### src/rtl/bcd_serial_add_ctrl_if.sv
// Handshake and display bundle for the serial BCD adder sequencer.
// master: operand/switch side (drives start and operands, sees results and pins).
// slave : the sequencer itself.
interface bcd_serial_add_ctrl_if #(
    parameter int unsigned DIGITS = 4
);
    logic                    start;
    logic [4*DIGITS-1:0]     op_a;
    logic [4*DIGITS-1:0]     op_b;
    logic                    carry_in;
    logic                    busy;
    logic                    done;
    logic [4*(DIGITS+1)-1:0] sum;
    logic                    carry_out;
    logic                    clamped;
    logic [6:0]              seg;
    logic [DIGITS:0]         an;

    modport master (
        output start, op_a, op_b, carry_in,
        input  busy, done, sum, carry_out, clamped, seg, an
    );

    modport slave (
        input  start, op_a, op_b, carry_in,
        output busy, done, sum, carry_out, clamped, seg, an
    );
endinterface

### src/rtl/bcd_serial_add_ctrl.sv
// Sequencer for a shared single-digit BCD adder: adds two DIGITS-wide BCD operands one digit
// per cycle (LSD first), commits the result and scans it onto a multiplexed 7-segment display
// with DIGITS+1 positions (carry digit on top).
// Optional feature: define BCD_LZ_BLANK_EN to blank leading-zero positions (position 0 is
// always shown).
module bcd_serial_add_ctrl #(
    parameter int unsigned DIGITS   = 4,
    parameter int unsigned SCAN_DIV = 16
) (
    input  logic                 clk,
    input  logic                 rst_n,
    bcd_serial_add_ctrl_if.slave bus
);

    localparam int unsigned W  = 4 * DIGITS;
    localparam int unsigned IW = (DIGITS > 1) ? $clog2(DIGITS) : 1;
    localparam int unsigned PW = $clog2(DIGITS + 1);
    localparam int unsigned CW = $clog2(SCAN_DIV);

    typedef enum logic [1:0] {
        StIdle,
        StAdd,
        StDone
    } state_e;

    state_e              r_state;
    state_e              w_state_nxt;

    // Working registers: operands shift right one digit per ADD cycle, result shifts in at top.
    logic [W-1:0]        r_op_a;
    logic [W-1:0]        r_op_b;
    logic [W-1:0]        r_work;
    logic [IW-1:0]       r_idx;
    logic                r_carry;
    logic                r_clamp;

    // Committed results.
    logic [W+3:0]        r_sum;
    logic                r_carry_out;
    logic                r_clamped;
    logic                r_done;

    // Display scanner.
    logic [CW-1:0]       r_scan_cnt;
    logic [PW-1:0]       r_pos;

    logic [3:0]          w_a_raw;
    logic [3:0]          w_b_raw;
    logic [3:0]          w_a_cl;
    logic [3:0]          w_b_cl;
    logic                w_a_big;
    logic                w_b_big;
    logic [4:0]          w_sum5;
    logic                w_dig_carry;
    logic [3:0]          w_digit;
    logic [W+3:0]        w_work_cat;

    logic [3:0]          w_disp_digit;
    logic                w_blank;
    logic [DIGITS:0]     w_an;
    logic [6:0]          w_seg;

    // Active-low {g..a} patterns; non-decimal codes are blanked.
    function automatic logic [6:0] seg_decode(input logic [3:0] d);
        logic [6:0] s;
        unique case (d)
            4'd0:    s = 7'b1000000;
            4'd1:    s = 7'b1111001;
            4'd2:    s = 7'b0100100;
            4'd3:    s = 7'b0110000;
            4'd4:    s = 7'b0011001;
            4'd5:    s = 7'b0010010;
            4'd6:    s = 7'b0000010;
            4'd7:    s = 7'b1111000;
            4'd8:    s = 7'b0000000;
            4'd9:    s = 7'b0010000;
            default: s = 7'b1111111;
        endcase
        return s;
    endfunction

    // State register.
    always_ff @(posedge clk or negedge rst_n) begin
        if (!rst_n) begin
            r_state <= StIdle;
        end else begin
            r_state <= w_state_nxt;
        end
    end

    // Next-state: start only sampled in IDLE, so requests during ADD/DONE are dropped.
    always_comb begin
        w_state_nxt = r_state;
        case (r_state)
            StIdle: if (bus.start) w_state_nxt = StAdd;
            StAdd:  if (r_idx == IW'(DIGITS - 1)) w_state_nxt = StDone;
            StDone: w_state_nxt = StIdle;
            default: w_state_nxt = StIdle;
        endcase
    end

    // Single-digit BCD add on the current least significant working digit.
    always_comb begin
        w_a_raw     = r_op_a[3:0];
        w_b_raw     = r_op_b[3:0];
        w_a_big     = (w_a_raw > 4'd9);
        w_b_big     = (w_b_raw > 4'd9);
        w_a_cl      = w_a_big ? 4'd9 : w_a_raw;
        w_b_cl      = w_b_big ? 4'd9 : w_b_raw;
        w_sum5      = {1'b0, w_a_cl} + {1'b0, w_b_cl} + {4'b0, r_carry};
        w_dig_carry = (w_sum5 > 5'd9);
        w_digit     = w_dig_carry ? 4'(w_sum5 - 5'd10) : w_sum5[3:0];
        w_work_cat  = {w_digit, r_work};
    end

    // Datapath: latch on accept, accumulate digits in ADD, commit in DONE.
    always_ff @(posedge clk or negedge rst_n) begin
        if (!rst_n) begin
            r_op_a      <= '0;
            r_op_b      <= '0;
            r_work      <= '0;
            r_idx       <= '0;
            r_carry     <= 1'b0;
            r_clamp     <= 1'b0;
            r_sum       <= '0;
            r_carry_out <= 1'b0;
            r_clamped   <= 1'b0;
            r_done      <= 1'b0;
        end else begin
            r_done <= 1'b0;
            case (r_state)
                StIdle: begin
                    if (bus.start) begin
                        r_op_a  <= bus.op_a;
                        r_op_b  <= bus.op_b;
                        r_carry <= bus.carry_in;
                        r_clamp <= 1'b0;
                        r_idx   <= '0;
                    end
                end
                StAdd: begin
                    r_op_a  <= r_op_a >> 4;
                    r_op_b  <= r_op_b >> 4;
                    r_work  <= w_work_cat[W+3:4];
                    r_carry <= w_dig_carry;
                    r_clamp <= r_clamp | w_a_big | w_b_big;
                    r_idx   <= r_idx + IW'(1);
                end
                StDone: begin
                    r_sum       <= {3'b000, r_carry, r_work};
                    r_carry_out <= r_carry;
                    r_clamped   <= r_clamp;
                    r_done      <= 1'b1;
                end
                default: ;
            endcase
        end
    end

    // Free-running scan: each position lit for SCAN_DIV cycles, positions 0..DIGITS.
    always_ff @(posedge clk or negedge rst_n) begin
        if (!rst_n) begin
            r_scan_cnt <= '0;
            r_pos      <= '0;
        end else if (r_scan_cnt == CW'(SCAN_DIV - 1)) begin
            r_scan_cnt <= '0;
            r_pos      <= (r_pos == PW'(DIGITS)) ? '0 : r_pos + PW'(1);
        end else begin
            r_scan_cnt <= r_scan_cnt + CW'(1);
        end
    end

    // Display mux: select committed digit for the current position and drive the anodes.
    always_comb begin
        w_disp_digit = 4'd0;
        w_an         = '1;
        for (int p = 0; p <= int'(DIGITS); p++) begin
            if (r_pos == PW'(p)) begin
                w_disp_digit = r_sum[4*p +: 4];
                w_an[p]      = 1'b0;
            end
        end
    end

`ifdef BCD_LZ_BLANK_EN
    logic [PW-1:0] w_msnz;

    // Highest nonzero digit position; positions above it are leading zeros.
    always_comb begin
        w_msnz = '0;
        for (int p = 1; p <= int'(DIGITS); p++) begin
            if (r_sum[4*p +: 4] != 4'd0) w_msnz = PW'(p);
        end
        w_blank = (r_pos > w_msnz);
    end
`else
    // Every position decoded, leading zeros included.
    always_comb begin
        w_blank = 1'b0;
    end
`endif

    // Segment output.
    always_comb begin
        w_seg = w_blank ? 7'b1111111 : seg_decode(w_disp_digit);
    end

    assign bus.busy      = (r_state != StIdle);
    assign bus.done      = r_done;
    assign bus.sum       = r_sum;
    assign bus.carry_out = r_carry_out;
    assign bus.clamped   = r_clamped;
    assign bus.seg       = w_seg;
    assign bus.an        = w_an;

endmodule

### src/flat_wrapper.sv
// flat-port wrapper written by rule: the top's interface ports become plain ports
module bcd_serial_add_ctrl_flat 
#(
    parameter int unsigned DIGITS   = 4,
    parameter int unsigned SCAN_DIV = 16
)
  (clk, rst_n, bus_start, bus_op_a, bus_op_b, bus_carry_in, bus_busy, bus_done, bus_sum, bus_carry_out, bus_clamped, bus_seg, bus_an);
  bcd_serial_add_ctrl_if #(.DIGITS(DIGITS)) bus_i ();
  input  logic clk;
  input  logic rst_n;
  input wire logic [$bits(bus_i.start)-1:0] bus_start;
  input wire logic [$bits(bus_i.op_a)-1:0] bus_op_a;
  input wire logic [$bits(bus_i.op_b)-1:0] bus_op_b;
  input wire logic [$bits(bus_i.carry_in)-1:0] bus_carry_in;
  output wire logic [$bits(bus_i.busy)-1:0] bus_busy;
  output wire logic [$bits(bus_i.done)-1:0] bus_done;
  output wire logic [$bits(bus_i.sum)-1:0] bus_sum;
  output wire logic [$bits(bus_i.carry_out)-1:0] bus_carry_out;
  output wire logic [$bits(bus_i.clamped)-1:0] bus_clamped;
  output wire logic [$bits(bus_i.seg)-1:0] bus_seg;
  output wire logic [$bits(bus_i.an)-1:0] bus_an;
  assign bus_i.start = bus_start;
  assign bus_i.op_a = bus_op_a;
  assign bus_i.op_b = bus_op_b;
  assign bus_i.carry_in = bus_carry_in;
  assign bus_busy = bus_i.busy;
  assign bus_done = bus_i.done;
  assign bus_sum = bus_i.sum;
  assign bus_carry_out = bus_i.carry_out;
  assign bus_clamped = bus_i.clamped;
  assign bus_seg = bus_i.seg;
  assign bus_an = bus_i.an;
  bcd_serial_add_ctrl #(.DIGITS(DIGITS), .SCAN_DIV(SCAN_DIV)) u_core (.clk(clk), .rst_n(rst_n), .bus(bus_i));
endmodule
### config.mk
export PLATFORM = sky130hd
export DESIGN_NAME = bcd_serial_add_ctrl_flat
export DESIGN_NICKNAME = d
export VERILOG_FILES = /design/src/rtl/bcd_serial_add_ctrl_if.sv /design/src/rtl/bcd_serial_add_ctrl.sv /design/src/flat_wrapper.sv
export SDC_FILE = /design/constraint.sdc
export NUM_CORES = 1
export LEC_CHECK = 0
export CAP_MARGIN = 15
export CORE_MARGIN = 2
export CORE_UTILIZATION = 38
export CTS_BUF_LIST = sky130_fd_sc_hd__clkbuf_8
export CTS_CLUSTER_DIAMETER = 60
export DETAILED_ROUTE_END_ITERATION = 7
export PLACE_DENSITY_LB_ADDON = 0.05
export RECOVER_POWER = 25
export SKIP_LAST_GASP = 1
export SLEW_MARGIN = 10
export SYNTH_ARGS = -nofsm -noshare
export SYNTH_HDL_FRONTEND = slang
export SYNTH_SLANG_ARGS = --single-unit
### constraint.sdc
create_clock -name clk -period 3.5 [get_ports clk]
set_input_delay 0.7 -clock clk [delete_from_list [all_inputs] [get_ports clk]]
set_output_delay 0.7 -clock clk [all_outputs]
set_load 0.02 [all_outputs]
==> results of run 1 <==
metrics by stage:
step                instance area [um^2]  setup TNS, ns
finish                              4980              0
global route                        4980        -0.0167
CTS                                 4980        -0.0807
detailed placement                  4820              0
global placement                    4820              0
floorplan                           4040              0
worst max-delay path: stages, from the launching register on:
cell                              delay, ns
sky130_fd_sc_hd__dfrtp_1               0.43
sky130_fd_sc_hd__ha_1                  0.23
sky130_fd_sc_hd__ha_1                  0.20
sky130_fd_sc_hd__or2_1                 0.23
sky130_fd_sc_hd__buf_4                 0.14
sky130_fd_sc_hd__a221o_1               0.34
sky130_fd_sc_hd__o21a_4                0.17
sky130_fd_sc_hd__a21o_1                0.19
sky130_fd_sc_hd__nand2_1               0.06
sky130_fd_sc_hd__clkdlybuf4s15_1       0.30
cell usage after synthesis, drive strengths merged (2+ instances only):
cell    count
a21oi      13
a211oi      2
clkbuf     11
ha         16
a21o        4
buf        14
and2        5
dfrtp      80
o21a        3
a22oi       3
o21ai      41
nor2b       6
or2         2
fa          2
a31oi       4
and3b       4
inv        16
mux2       17
nand3b      3
a211o       2
nand2      80
nor2        8
mux2i      25
nand3       4
a22o        9
logic make-up (layout without fill, tap and decap cells):
| logic type | Yosys count | count (layout) |
|---|---|---|
| AND/OR/NAND/NOR | 118 | 118 |
| flip-flops | 80 | 80 |
| multiplexers | 42 | 42 |
| adder cells (fa/ha/maj) | 18 | 18 |
| buffers and inverters | 41 | 108 |
| other | 1 | 3 |
| XOR/XNOR | 2 | 2 |
| AO/OA/AOI/OAI | 89 | 89 |
path summary, 6_finish.rpt:
path                                  start           endpoint  slack (ns)
min                        u_core.r_work[3]   u_core.r_work[3]        0.48
max in group asynchronous             rst_n    u_core.r_pos[0]        1.44
max reg2reg                u_core.r_op_a[2]  u_core.r_work[14]        0.80
min in group asynchronous             rst_n    u_core.bus.done        0.90
max                         u_core.r_pos[0]         bus_seg[2]        0.17
min reg2reg                u_core.r_work[3]   u_core.r_work[3]        0.48
layout make-up:
cell class | count | area, um^2 | area share [%]
flip-flops and latches | 80 | 2000 | 40.2
multi-input cells | 272 | 1870 | 37.6
repair buffers | 77 | 716 | 14.4
well taps | 136 | 170 | 3.41
clock buffers | 9 | 124 | 2.48
inverters | 16 | 60.1 | 1.20
clock inverters | 6 | 38.8 | 0.778
metal layers:
layer	up-vias	share of wire (%)	GRT usage [%]	routed length, um
met3	10	4.8	3.47	414
met4	0	1.1	5.57	95
met1	1370	47	21.1	4030
met2	65	47	26.4	4030
met5	-	0	0	0
li1	1467	-	-	-
power groups by stage:
stage	sequential [mW]	clock, mW	combinational, mW
floorplan	1.61	0	1.57
global placement	1.61	0	2.33
detailed placement	1.62	0	2.39
CTS	1.60	0.600	2.34
global route	1.65	0.637	2.60
finish	1.59	0.584	2.31
flip-flops by register name (all words and copies together), names as in the netlist:
signal and cells:
u_core.r_clamp 1, u_core.r_work 16, u_core.r_idx 2, u_core.bus.sum 16, u_core.bus.carry_out 1, u_core.bus.clamped 1
u_core.r_op_a 16, u_core.bus.done 1, u_core.r_carry 1, u_core.r_scan_cnt 4, u_core.r_op_b 16, u_core.r_pos 3
u_core.r_state 2
placed cells by master, fill, tap and decap left out, types with 2 or more instances in the layout:
cell type                         count
sky130_fd_sc_hd__ha_1                13
sky130_fd_sc_hd__a22oi_1              2
sky130_fd_sc_hd__nor2b_1              5
sky130_fd_sc_hd__ha_2                 3
sky130_fd_sc_hd__clkinv_4             2
sky130_fd_sc_hd__fa_1                 2
sky130_fd_sc_hd__nand2_1             80
sky130_fd_sc_hd__dfrtp_1             80
sky130_fd_sc_hd__a21o_1               4
sky130_fd_sc_hd__nand3b_1             3
sky130_fd_sc_hd__a21oi_1             12
sky130_fd_sc_hd__o21a_1               2
sky130_fd_sc_hd__mux2i_1             25
sky130_fd_sc_hd__o21ai_0             38
sky130_fd_sc_hd__a22o_1               9
sky130_fd_sc_hd__and2_1               4
sky130_fd_sc_hd__clkdlybuf4s50_1     60
sky130_fd_sc_hd__conb_1               3
sky130_fd_sc_hd__buf_4               10
sky130_fd_sc_hd__a211o_1              2
sky130_fd_sc_hd__and3b_1              4
sky130_fd_sc_hd__a31oi_1              4
sky130_fd_sc_hd__clkbuf_2             6
sky130_fd_sc_hd__mux2_2              17
sky130_fd_sc_hd__inv_1               17
sky130_fd_sc_hd__nand3_1              4
sky130_fd_sc_hd__clkinv_2             2
sky130_fd_sc_hd__clkbuf_8             9
sky130_fd_sc_hd__nor2_1               8
what timing repair did:
item,4_1_cts,5_1_grt
hold endpoints to repair,0,0
setup buffers,0,1
endpoints found under the setup margin,7,7
gates resized for setup,10,22
pin swaps,0,1
==> run metrics, run 1 <==
run status finished, violations left; violated checks max-capacitance violations, max-slew violations; ratio of final minimum period to clock period 95.2%; area of the core region 10300 um^2; count of unique library cells instantiated by Yosys 52; core occupancy in the finished layout 48.3%; detailed-route wire length per cell 14.4 um; routed wire length 8570 um; number of antenna violations at the first check in global routing 0; routed via count divided by cell count 4.89; fill cell instance count of the final layout 1018; top-area cell type share of the netlist area 49.6%; worst hold path type reg2reg; Cell Pwr Density 900 nW/um^2; WP data required 2.80 ns; proportion of layout cells with a drive suffix above 1 13.9%; worst slack at placement 0.0266 ns; DIE WIDTH 107 um; final setup violation count 0; part of the power in combinational logic 51.5%; Yosys Warn Count 0; number of levels the H-tree was split into 3; worst reg2reg path depth 11; total clock buffers created by CTS 9; Boundary Pins 72; via count of the first global-routing pass 2944; Inserted Diodes 0; GPL Wtd Cong 0.780; Max Clock Skew 0.0139 ns; number of nets with antenna violations after detailed routing 0; instance count along the most critical hold path 2; number of enable flip-flop cells after synthesis 0; Post-DP HPWL 6060 um; clock tree sinks 80; final hold slack 0.482 ns; number of port buffers 68; Slew Limit Headroom -30.7%; Starting Density 39.1%; Final Hold Violating Endpoints 0; critical path arrival 2.63 ns; part of the Yosys area used for sequential elements 49.6%; arithmetic-cell share of the synthesized area counting full adders, half adders and majority gates 5.95%; Fmax 300 MHz; synthesized-area fraction occupied by ao, oa, aoi and oai cells 14.3%; leakage dissipation 2.31 nW; Switching Fraction 42.2%; dominant combinational cell family by area after synthesis compound AO/OA/AOI/OAI gates; mapped cell area 4040 um^2; number of placed cells counting well taps 580; XOR/XNOR Fraction of Synth Area 0.434%; maximum number of pins on one net before global-route repair 81; global route overflow 0; Avg Inst Size Synth 10.3 um^2; area enclosed by the die boundary 11500 um^2; clock latency of the later-clocked register in the worst-skew pair 0.35 ns; register bit total from synthesis 80; maximum vdd drop 0.327 mV; flip-flop cell with the highest count after synthesis sky130_fd_sc_hd__dfrtp_1; largest area contributor in the synthesized netlist sky130_fd_sc_hd__dfrtp_1; clock input transition at the sequential cells of the worst setup and hold paths 0.08 ns; max-cap check violation count 1; first-pass GRT wire length 14500 um; fraction of registers with async set/reset 100%; top area cells in the synthesized netlist sky130_fd_sc_hd__dfrtp_1, sky130_fd_sc_hd__nand2_1, sky130_fd_sc_hd__mux2i_1; Max FO, Critical Path 6; via total after detailed routing 2912; y dimension of the die 107 um; TritonCTS clock tree yes; reported net switching power 1.89 mW; number of instances in the synthesized netlist 391; post-layout total power 4.49 mW; CTS Hold Bufs 0; proportion of synthesized area in mux cells 10.9%; number of standard cells in the final layout excluding fillers 596; CP Class reg2out; Final Critical Period 3.33 ns; cell internal pwr 2.59 mW; final worst slack 0.169 ns; drt pass-1 iters 4; Longest Clk Path Bufs 2; synthesized-area fraction occupied by and/or/nand/nor cells 13.5%; max-slew violation total from the final report 81; setup repair after global routing missed its margin true; sequential share of power 35.5%; element type at the critical path start flip-flop; row count 37; violation count after the first detailed-route iteration 155; clock root buffer sky130_fd_sc_hd__clkbuf_8; Least-Margin Pin Slew 1.96 ns; Setup crit end kind output port; drt drc 0; area delta synth->final 23.5%; power share of the clock group 13.0%; global routing usage summed across all routing layers 16.1%; count of nets after finishing 510
(Power assumes the default switching activity.)
==> run 2, diff against run 1 <==
--- a/config.mk
+++ b/config.mk
@@ -13,6 +13,7 @@
 export DETAILED_ROUTE_END_ITERATION = 7
 export PLACE_DENSITY_LB_ADDON = 0.05
 export RECOVER_POWER = 25
+export SKIP_CTS_REPAIR_TIMING = 1
 export SKIP_LAST_GASP = 1
 export SLEW_MARGIN = 10
 export SYNTH_ARGS = -nofsm -noshare
==> run metrics, run 2 (synthesis gave the netlist of run 1 again) <==
row count 37 (unchanged); WP data required 2.80 ns (about the same); violated checks max-capacitance violations, max-slew violations (unchanged); clock root buffer sky130_fd_sc_hd__clkbuf_8 (unchanged); via total after detailed routing 2935 (was 2912); proportion of layout cells with a drive suffix above 1 13.4% (was 13.9%); drt drc 0 (unchanged); worst hold path type reg2reg (unchanged); area of the core region 10300 um^2 (unchanged); clock input transition at the sequential cells of the worst setup and hold paths 0.07 ns (was 0.08 ns); number of antenna violations at the first check in global routing 0 (unchanged); total cell area at the placement stage 4820 um^2 (unchanged); clock tree sinks 80 (unchanged); count of nets after finishing 511 (was 510); worst reg2reg path depth 11 (unchanged); final hold slack 0.483 ns (was 0.482 ns); DIE WIDTH 107 um (unchanged); r2r setup slk 0.80 ns (about the same); maximum vdd drop 0.354 mV (was 0.327 mV); first-pass GRT wire length 14500 um (about the same); GPL Wtd Cong 0.780 (unchanged); family with the most delay on the worst path adder cells (was compound AO/OA/AOI/OAI gates); element type at the critical path start flip-flop (unchanged); y dimension of the die 107 um (unchanged); setup repair after global routing missed its margin true (unchanged); CP Class reg2out (unchanged); endpoint of the worst hold-timing path u_core.r_op_a[4] (was u_core.r_work[3]); Final Critical Period 3.31 ns (was 3.33 ns); Fmax 302 MHz (was 300 MHz); detailed-route wire length per cell 14.3 um (was 14.4 um); Least-Margin Pin Slew 1.96 ns (about the same); number of nets with antenna violations after detailed routing 0 (unchanged); most used cell along the critical path sky130_fd_sc_hd__ha_1 (unchanged); start of the worst register-to-register path u_core.r_op_a[2] (unchanged); commonest non-fill, non-tap cells in the layout sky130_fd_sc_hd__nand2_1, sky130_fd_sc_hd__dfrtp_1, sky130_fd_sc_hd__clkdlybuf4s50_1 (unchanged); Longest Clk Path Bufs 2 (unchanged); number of levels the H-tree was split into 3 (unchanged); run status finished, violations left (unchanged); CP cell instances ha_1 > ha_1 > or2_1 > a21oi_2 > a22oi_1 > or2_4 > ha_1 > inv_1 > mux2i_1 > a21oi_1 > buf_4 (was ha_1 > ha_1 > or2_1 > buf_4 > a221o_1 > o21a_4 > a21o_1 > nand2_1 > clkdlybuf4s15_1); Inserted Diodes 0 (unchanged); Max Clock Skew 0.0141 ns (was 0.0139 ns); total clock buffers created by CTS 9 (unchanged); max-slew violation total from the final report 81 (unchanged); HP Start u_core.r_op_a[4] (was u_core.r_work[3]); max-cap check violation count 1 (unchanged); Final Hold Violating Endpoints 0 (unchanged); number of port buffers 68 (unchanged); Starting Density 39.1% (unchanged); global routing usage summed across all routing layers 16.0% (was 16.1%); via count of the first global-routing pass 2936 (was 2944); area delta synth->final 24.3% (was 23.5%); routed via count divided by cell count 4.92 (was 4.89); number of buffers and inverters on the critical path 2 (unchanged); ratio of final minimum period to clock period 94.6% (was 95.2%); global route overflow 0 (unchanged); drt pass-1 iters 4 (unchanged); Crit path depth 11 (was 9); Crit. Startpoint u_core.r_pos[0] (unchanged); leakage dissipation 2.35 nW (was 2.31 nW); standard cell with the maximum stage delay on the critical path sky130_fd_sc_hd__dfrtp_1 (unchanged); maximum number of pins on one net before global-route repair 81 (unchanged); instance count along the most critical hold path 2 (unchanged); critical path arrival 2.61 ns (was 2.63 ns); Setup crit end kind output port (unchanged); final setup violation count 0 (unchanged); violation count after the first detailed-route iteration 155 (unchanged); clock latency of the later-clocked register in the worst-skew pair 0.35 ns (about the same); TritonCTS clock tree yes (unchanged); slowest stage delay, CP 0.43 ns (about the same); finished layout cell area 5020 um^2 (was 4980 um^2); Max FO, Critical Path 5 (was 6); area enclosed by the die boundary 11500 um^2 (unchanged); Cell Pwr Density 901 nW/um^2 (was 900 nW/um^2); Worst R2R End u_core.r_work[14] (unchanged); Post-DP HPWL 6060 um (unchanged); Boundary Pins 72 (unchanged); Slew Limit Headroom -30.9% (was -30.7%); routed wire length 8560 um (was 8570 um)
==> run 2: area by class of cell <==
class                           instances  area [um^2]
Clock inverter                          6         38.8
Fill cell                            1014         5310
Sequential cell                        80         2000
Timing Repair Buffer                   78          748
Multi-Input combinational cell        272         1870
Tap cell                              136          170
Inverter                               16         60.1
Clock buffer                            9          124
==> run 2: metal layers <==
layer  share of wire, %  GRT usage, %
met1                 46          21.0
met2                 47          26.2
met3                5.1          3.47
met4                1.3          5.57
met5                  0             0
==> run 2: through the flow <==
stage	worst slack [ns]	TNS [ns]	instances	power, mW	util [%]
final	0.190	0	597	4.52	48.6
after global routing	-0.00651	-0.0108	597	4.93	48.6
after CTS	-0.361	-1.88	595	4.59	48.2
after detailed placement	0.0266	0	580	4.00	46.7
after global placement	0.0675	0	580	3.94	46.7
after floorplan	0.353	0	393	3.19	-
==> run 2: power breakdown <==
group / total [mW] / switching (mW) / internal (mW) / leakage, nW
Sequential: 1.59 / 0.292 / 1.30 / 1.01
Combinational: 2.34 / 1.27 / 1.08 / 1.26
Clock: 0.584 / 0.333 / 0.251 / 0.0862
==> run 2: worst max path at each step <==
stage / endpoint / slack, ns
after floorplan: bus_seg[1] / 0.35
after global placement: bus_seg[3] / 0.07
after detailed placement: bus_seg[3] / 0.03
after CTS: bus_seg[3] / -0.36
after global routing: bus_seg[3] / -0.007
final: bus_seg[3] / 0.19
==> run 2: worst register-to-register path, stage by stage (launching register included) <==
cell and delay (ns):
sky130_fd_sc_hd__dfrtp_1 0.40, sky130_fd_sc_hd__o21a_1 0.20, sky130_fd_sc_hd__nor2_1 0.14, sky130_fd_sc_hd__fa_1 0.22, sky130_fd_sc_hd__inv_1 0.06, sky130_fd_sc_hd__fa_1 0.40
sky130_fd_sc_hd__xnor2_1 0.21, sky130_fd_sc_hd__ha_1 0.26, sky130_fd_sc_hd__a22oi_1 0.18, sky130_fd_sc_hd__nand3_1 0.21, sky130_fd_sc_hd__a211o_1 0.32, sky130_fd_sc_hd__nand2_1 0.05
